$ cat src/rtl/fifo_wr_arb.sv
// Round-robin arbiter sharing the FIFO write port among N producers with bounded bursts.
// Optional macro FIFO_WR_ARB_TAG_EN adds the w_src tag output for a parallel tag FIFO.
module fifo_wr_arb #(
  parameter int N         = 4,
  parameter int DW        = 8,
  parameter int MAX_BURST = 4,
  localparam int IDW      = (N > 1) ? $clog2(N) : 1
) (
  input  logic              clk,
  input  logic              nrst,
  input  logic [N-1:0]      req,
  input  logic [N*DW-1:0]   req_data,
  output logic [N-1:0]      gnt,
  input  logic              full,
  output logic              w_en,
  output logic [DW-1:0]     w_data,
  output logic              busy,
  output logic [IDW-1:0]    owner
`ifdef FIFO_WR_ARB_TAG_EN
  ,
  output logic [IDW-1:0]    w_src
`endif
);

  typedef enum logic {IDLE = 1'b0, BURST = 1'b1} state_t;

  localparam logic [3:0] CNT_LAST = 4'(MAX_BURST - 1);

  state_t         state, state_nxt;
  logic [IDW-1:0] owner_nxt;
  logic [IDW-1:0] rr_ptr, rr_ptr_nxt;
  logic [3:0]     cnt, cnt_nxt;
  logic [IDW-1:0] pick, cand;
  logic           any_req;
  logic           own_req;

  // Wraps at N rather than 2^IDW so non-power-of-two N stays in range.
  function automatic logic [IDW-1:0] wrap_inc(input logic [IDW-1:0] idx);
    if (int'(idx) >= N - 1) return '0;
    return idx + 1'b1;
  endfunction

  function automatic int rr_idx(input logic [IDW-1:0] base, input int k);
    int s;
    s = int'(base) + k;
    return (s >= N) ? s - N : s;
  endfunction

  // Descending scan so the candidate closest to rr_ptr is the last to overwrite pick.
  always_comb begin
    pick    = '0;
    cand    = '0;
    any_req = 1'b0;
    for (int k = N - 1; k >= 0; k--) begin
      cand = IDW'(rr_idx(rr_ptr, k));
      if (req[cand]) begin
        pick    = cand;
        any_req = 1'b1;
      end
    end
  end

  assign own_req = req[owner];

  always_ff @(posedge clk) begin
    if (!nrst) begin
      state  <= IDLE;
      owner  <= '0;
      cnt    <= '0;
      rr_ptr <= '0;
    end else begin
      state  <= state_nxt;
      owner  <= owner_nxt;
      cnt    <= cnt_nxt;
      rr_ptr <= rr_ptr_nxt;
    end
  end

  always_comb begin
    state_nxt  = state;
    owner_nxt  = owner;
    cnt_nxt    = cnt;
    rr_ptr_nxt = rr_ptr;
    case (state)
      IDLE: begin
        if (any_req) begin
          owner_nxt = pick;
          cnt_nxt   = '0;
          state_nxt = BURST;
        end
      end
      BURST: begin
        if (!own_req) begin
          state_nxt  = IDLE;
          rr_ptr_nxt = wrap_inc(owner);
        end else if (!full) begin
          if (cnt == CNT_LAST) begin
            state_nxt  = IDLE;
            rr_ptr_nxt = wrap_inc(owner);
          end else begin
            cnt_nxt = cnt + 4'd1;
          end
        end
      end
      default: state_nxt = IDLE;
    endcase
  end

  // Write path is purely combinational so full gates w_en in the same cycle.
  always_comb begin
    busy   = 1'b0;
    w_en   = 1'b0;
    w_data = '0;
    gnt    = '0;
    if (state == BURST) begin
      busy   = 1'b1;
      w_en   = own_req & ~full;
      w_data = req_data[int'(owner) * DW +: DW];
      if (w_en) gnt[owner] = 1'b1;
    end
  end

`ifdef FIFO_WR_ARB_TAG_EN
  always_comb begin
    w_src = w_en ? owner : '0;
  end
`endif

endmodule
$ cat config.mk
export PLATFORM = sky130hd
export DESIGN_NAME = fifo_wr_arb
export DESIGN_NICKNAME = d
export VERILOG_FILES = /design/src/rtl/fifo_wr_arb.sv
export SDC_FILE = /design/constraint.sdc
export NUM_CORES = 1
export LEC_CHECK = 0
export CORE_MARGIN = 3
export CORE_UTILIZATION = 38
export CTS_CLUSTER_DIAMETER = 30
export DETAILED_ROUTE_END_ITERATION = 16
export GPL_TIMING_DRIVEN = 0
export HOLD_SLACK_MARGIN = 0.12
export PLACE_DENSITY = 0.82
export SLEW_MARGIN = 20
export SYNTH_ARGS = -nofsm -noshare
export SYNTH_HDL_FRONTEND = slang
export SYNTH_SLANG_ARGS = --single-unit
$ cat constraint.sdc
create_clock -name clk -period 4.9 [get_ports clk]
set_input_delay 0.98 -clock clk [delete_from_list [all_inputs] [get_ports clk]]
set_output_delay 0.98 -clock clk [all_outputs]
set_load 0.01 [all_outputs]
== After elaboration in Yosys (flattened, before gate mapping) ==
Index checks and enable logic that the tools add are counted.
W data, S select, Z words.

* Register bits after elaboration: 9
* Input bits: 39
* Output and inout port bits: 16
* Word-level logic and storage cells: 91

* Add/sub/neg operators: 9
* Order comparisons: 11
* Equal/unequal tests: 7
* Shift operators: 1
* Multiplexer cells: 52
* Bitwise operators: 3
* Reduce and logical (&&, ||, !) cells: 4

{| class="wikitable"
|+ Operator list
! kind !! count
|-
| $shiftx A32 B6 Y8 || 1
|-
| $mux W2 || 14
|-
| $mux W4 || 6
|-
| $mux W1 || 23
|-
| $lt A2 B3 Y1 const B || 5
|-
| $bmux W1 S2 || 5
|-
| $ge A3 B3 Y1 const B || 3
|-
| $mux W8 || 1
|-
| $ne A2 B2 Y1 const B || 4
|-
| $pmux W4 S2 || 1
|-
| $sub A2 B1 Y2 const B || 4
|-
| $add A2 B2 Y3 const B || 2
|-
| $add A4 B1 Y4 const B || 1
|-
| $eq A4 B2 Y1 const B || 1
|-
| $ne A2 B1 Y1 const B || 2
|-
| $reduce_and A4 Y1 || 1
|-
| $add A2 B1 Y3 const B || 1
|-
| $ge A2 B3 Y1 const B || 1
|-
| $reduce_and A3 Y1 || 1
|-
| $add A2 B1 Y2 const B || 1
|-
| $demux W1 S2 || 1
|-
| $ge A2 B1 Y1 const B || 1
|-
| $ge A2 B2 Y1 const B || 1
|-
| $not A1 Y1 || 2
|-
| other kinds (4) || 4
|}

== Longest topological paths before layout ==
* Word-level depth: 11
* Gate-level depth with buffers: 5
* Gate-level depth less buffers: 5

== Least setup slack after synthesis ==
Ideal clock, no wire load.

* Kind: input -> output
* From: input req[3]
* To: output gnt[0]
* Data arrival time: 1736 ps
* Required time: 3920 ps
* Path slack: 2184 ps
* Cell stages on the path: 2
* Path buffers: 0
* Cells stage by stage: mux4_2 and3_1

* Cells in the longest elaborated chain, start to end: 5

{| class="wikitable"
|+ Ends and longest elaborated chain
! what !! line !! text
|-
| start: declaration || 11 || <nowiki>input logic [N-1:0] req,</nowiki>
|-
| $bmux W1 S2 || 63 || <nowiki>assign own_req = req[owner];</nowiki>
|-
| $mux W1 (implied by the code) || 63 ||
|-
| $and A1 B1 Y1 || 117 || <nowiki>w_en = own_req & ~full;</nowiki>
|-
| $mux W4 || 119 || <nowiki>if (w_en) gnt[owner] = 1'b1;</nowiki>
|-
| $mux W4 || 115 || <nowiki>if (state == BURST) begin</nowiki>
|-
| end: declaration || 13 || <nowiki>output logic [N-1:0] gnt,</nowiki>
|}

No other way between the ends. The select of a mux whose other input is x is not followed.

== Worst setup path after layout ==
* From: input req[1]
* To: output gnt[0]

The elaborated chain is that of the path after synthesis.

==> impl_summary.md <==
Critical path
STA classifies the critical path startpoint as an input pin. STA puts the critical path data required time at 3.92 ns. The most numerous cell type found on the critical path is sky130_fd_sc_hd__clkdlybuf4s50_1. By startpoint and endpoint, the worst setup path is classified as in -> out. The worst setup path is captured at an output port. The sum of buffers and inverters on the critical path is 2. For this run, the slowest stage of the critical path takes roughly 0.59 ns.

The startpoint of the most critical register-to-register path is owner[0]$_SDFFE_PN0P_. Data on the critical path arrives at its endpoint at 2.78 ns. The cell with the largest stage delay on the worst path is sky130_fd_sc_hd__mux4_2. Of all nets on the critical path, the largest fanout is 9. In this run the register-to-register setup slack is 3.15 ns. The reg-to-reg critical path endpoint is cnt[1]$_SDFFE_PN0P_. Walking the worst path, the cells encountered are clkdlybuf4s50_1, mux4_2, and3_1, clkdlybuf4s50_1. The worst register-to-register path has a depth of 4.

Grouping stages by cell kind, the critical path spends the most delay in buffers and inverters.

Yosys
The synthesized area per cell is 9.31 sq um. For this run, the leading register cell type out of synthesis is sky130_fd_sc_hd__dfxtp_1. The distinct cell type count of the synthesized netlist is 31. The Yosys warning count is 0. The post-synth net total is 134. After synthesis the cells add up to 838 sq um. The count of flip-flops with a built-in enable after synthesis is 0. In this run, synthesis produced a sequential element count of 9. The fraction of the yosys area taken by sequential cells is between 20 and 25%. After synthesis, the share of flip-flops with an asynchronous set or reset is 0%. The cell count after synthesis is 90.

Hold path
In this run the most critical hold path is launched from cnt[2]$_SDFFE_PN0P_. The hold-critical path depth is 2. In this run the worst hold path is classified as reg -> reg. The worst hold path terminates at cnt[2]$_SDFFE_PN0P_.

Detailed routing
In the routed design, unresolved DRC markers number 0. The pre-antenna-repair detailed-routing pass consisted of 5 iterations. In the final routed layout, each cell accounts on average for 15.6 um.

The final route contains roughly 930 vias. The ratio of routed vias to standard cells is between 5 and 6. For this block, the initial DRC count from the detailed router was 7.

The detail route stage leaves a number of antenna-violating nets equal to 0. The aggregate routed wire length is between 2 and 3 mm.

STA
The max-slew violation total from the final report is 0. The slew at the pin with the worst max-slew slack is 0.532 ns. The final-report hold violation count is 0. The clock period minus final worst setup slack is 3.76 ns. Based on the critical path, the design can be clocked at up to around 270 MHz. Measured against its own limit, the worst slew margin works out to 64.5%. Adding up every negative setup slack in the final design gives 0 ns.

The final cycle utilization of the critical path is 76.8%. Setup repair after global routing left no endpoint under its margin. Setup violations remaining at the end of the flow were counted as 0.

The final worst slack is 1.14 ns. Final hold analysis gives a worst-case slack of 0.493 ns. The setup clock skew after layout is 0.00347 ns.

Die
The floorplan die area is 0.00281 sq mm. The area of the placeable core is roughly 0.0020 sq mm. The starting density of the core is 41.5%. Pin placement for this block handled 55 I/O pins.

The chip width is 53.0 um. From bottom edge to top edge, the die measures 53.0 um. The floorplan has 16 rows.

Global routing
The pin count of the biggest net entering global routing is 11. The aggregate global-route resource usage is 20.9%. The wire length of the first global-routing pass is 4.27 mm. For this run the aggregate overflow at the end of global routing stands at 0. The number of global-route vias before repair is 903. The initial antenna violation count is 0.

Finish
The finished cells cover 0.00144 sq mm. 0 antenna diodes ended up in the layout. The ratio of cells with drive above 1 in the final layout is between 10% and 20%. Relative to the synthesized area, the layout overhead comes to 71.6%. The top cell types in the final layout, fill and taps aside, are sky130_fd_sc_hd__clkdlybuf4s50_1 (54), sky130_fd_sc_hd__mux4_2 (9), sky130_fd_sc_hd__and2_1 (9), sky130_fd_sc_hd__dfxtp_1 (9), sky130_fd_sc_hd__nand3_1 (7). The count of nets after finishing is 193. The library cell used most frequently in the layout, excluding fill and tap cells, is sky130_fd_sc_hd__clkdlybuf4s50_1.

Pwr
The leakage power total is 0.545 nW. IR analysis of the VDD net gives a maximum drop of 0.000186 V. The power per cell area is 171 mW/mm^2.

Clock tree
The clock latency at the later pin of the worst-skew pair is 0.26 ns. The depth of the CTS H-tree is 1. After clock tree synthesis, the clock-pin slew on the worst setup and hold paths is 0.06 ns. TritonCTS built the clock tree. Hold repair after CTS inserted 0 buffers. The total clock sinks is 9. The number of buffers created by CTS is 3. The buffers inserted during post-CTS setup optimization is 0.

The tree is rooted in a sky130_fd_sc_hd__clkbuf_4. In this run, post-CTS repair resized a total of 0 instances. In this run the deepest clock path goes through 2 buffers.

Placement
The quantity of I/O buffers inserted on ports is 54. Prior to clock tree synthesis, the placed netlist has a worst setup slack of 1.14 ns. Once placement finished, the instance area stood at 0.00141 sq mm. The congestion estimate from routability-driven global placement came to 0.804. Detailed placement finished with a half-perimeter wire length of about 2.2 mm.

Job
The tool flagged a number of max-cap violations equal to 0.

Outcome
The run finished with clean final reports.
-- cell type report --
| class | count | area (sq um) |
|---|---|---|
| sequential | 9 | 180 |
| buffer | 4 | 16.3 |
| clock buffer | 4 | 26.3 |
| multi-input combinational | 73 | 627 |
| tap | 27 | 33.8 |
| timing repair buffer | 54 | 541 |
| fill | 155 | 583 |
| inverter | 4 | 15.0 |
-- synthesized netlist by cell type (all sizes together) (2+ instances only) --
cell / n / area, sq um
a21boi: 3 / 22.5
a21oi: 2 / 10.0
and2: 9 / 56.3
and3: 5 / 31.3
clkbuf: 3 / 11.3
dfxtp: 9 / 180
ha: 5 / 62.6
inv: 4 / 15.0
mux2i: 2 / 20.0
mux4: 9 / 203
nand2: 6 / 22.5
nand2b: 2 / 12.5
nand3: 7 / 35.0
nor2: 5 / 18.8
nor2b: 3 / 18.8
o21ai: 3 / 18.8
-- logic make-up (layout without fill, tap and decap cells) --
| family | after synthesis | after routing | share of synthesized area [%] |
|---|---|---|---|
| fa+ha+maj | 5 | 5 | 7.46 |
| simple gates | 41 | 41 | 27.0 |
| compound gates | 15 | 15 | 12.7 |
| flops | 9 | 9 | 21.5 |
| xor+xnor | 1 | 1 | 1.04 |
| buf+inv | 8 | 66 | 3.73 |
| mux | 11 | 11 | 26.6 |
-- per-stage QoR --
stage	total power, mW	std cells	utilization, %
finish	0.246	175	71.2
global route	0.261	175	71.2
CTS	0.248	175	71.2
detailed placement	0.190	171	69.9
global placement	0.187	171	69.9
floorplan	0.131	90	-
-- power breakdown --
group          total, mW  switching, mW  internal [mW]
Clock             0.0581         0.0266         0.0314
Sequential        0.0817        0.00484         0.0768
Combinational      0.107         0.0384         0.0683
Total              0.246         0.0698          0.177
-- state kept, by name, summed over array words and instances (netlist names) --
signal,flops
state,1
owner,2
rr_ptr,2
cnt,4
-- per-layer routing --
layer / vias up / routed length, um / track usage [%]
li1: 449 / - / -
met1: 420 / 999 / 22.9
met2: 51 / 1280 / 37.0
met3: 7 / 394 / 7.89
met4: 0 / 49 / 6.38
met5: - / 0 / 0
-- worst register-to-register path, stage by stage (launching register included) --
cell                      delay, ns
sky130_fd_sc_hd__dfxtp_1       0.43
sky130_fd_sc_hd__mux4_2        0.63
sky130_fd_sc_hd__and2_1        0.22
sky130_fd_sc_hd__o21ai_2       0.11
sky130_fd_sc_hd__mux2i_1       0.27
-- worst max path at each step --
stage | cells after the start | slack [ns] | start | to
floorplan | 2 | 2.18 | req[3] | gnt[0]
global placement | 4 | 1.18 | req[1] | gnt[0]
detailed placement | 4 | 1.14 | req[1] | gnt[0]
CTS | 4 | 1.14 | req[1] | gnt[0]
global route | 4 | 1.08 | req[3] | gnt[0]
finish | 4 | 1.14 | req[1] | gnt[0]
(Power assumes the default switching activity.)
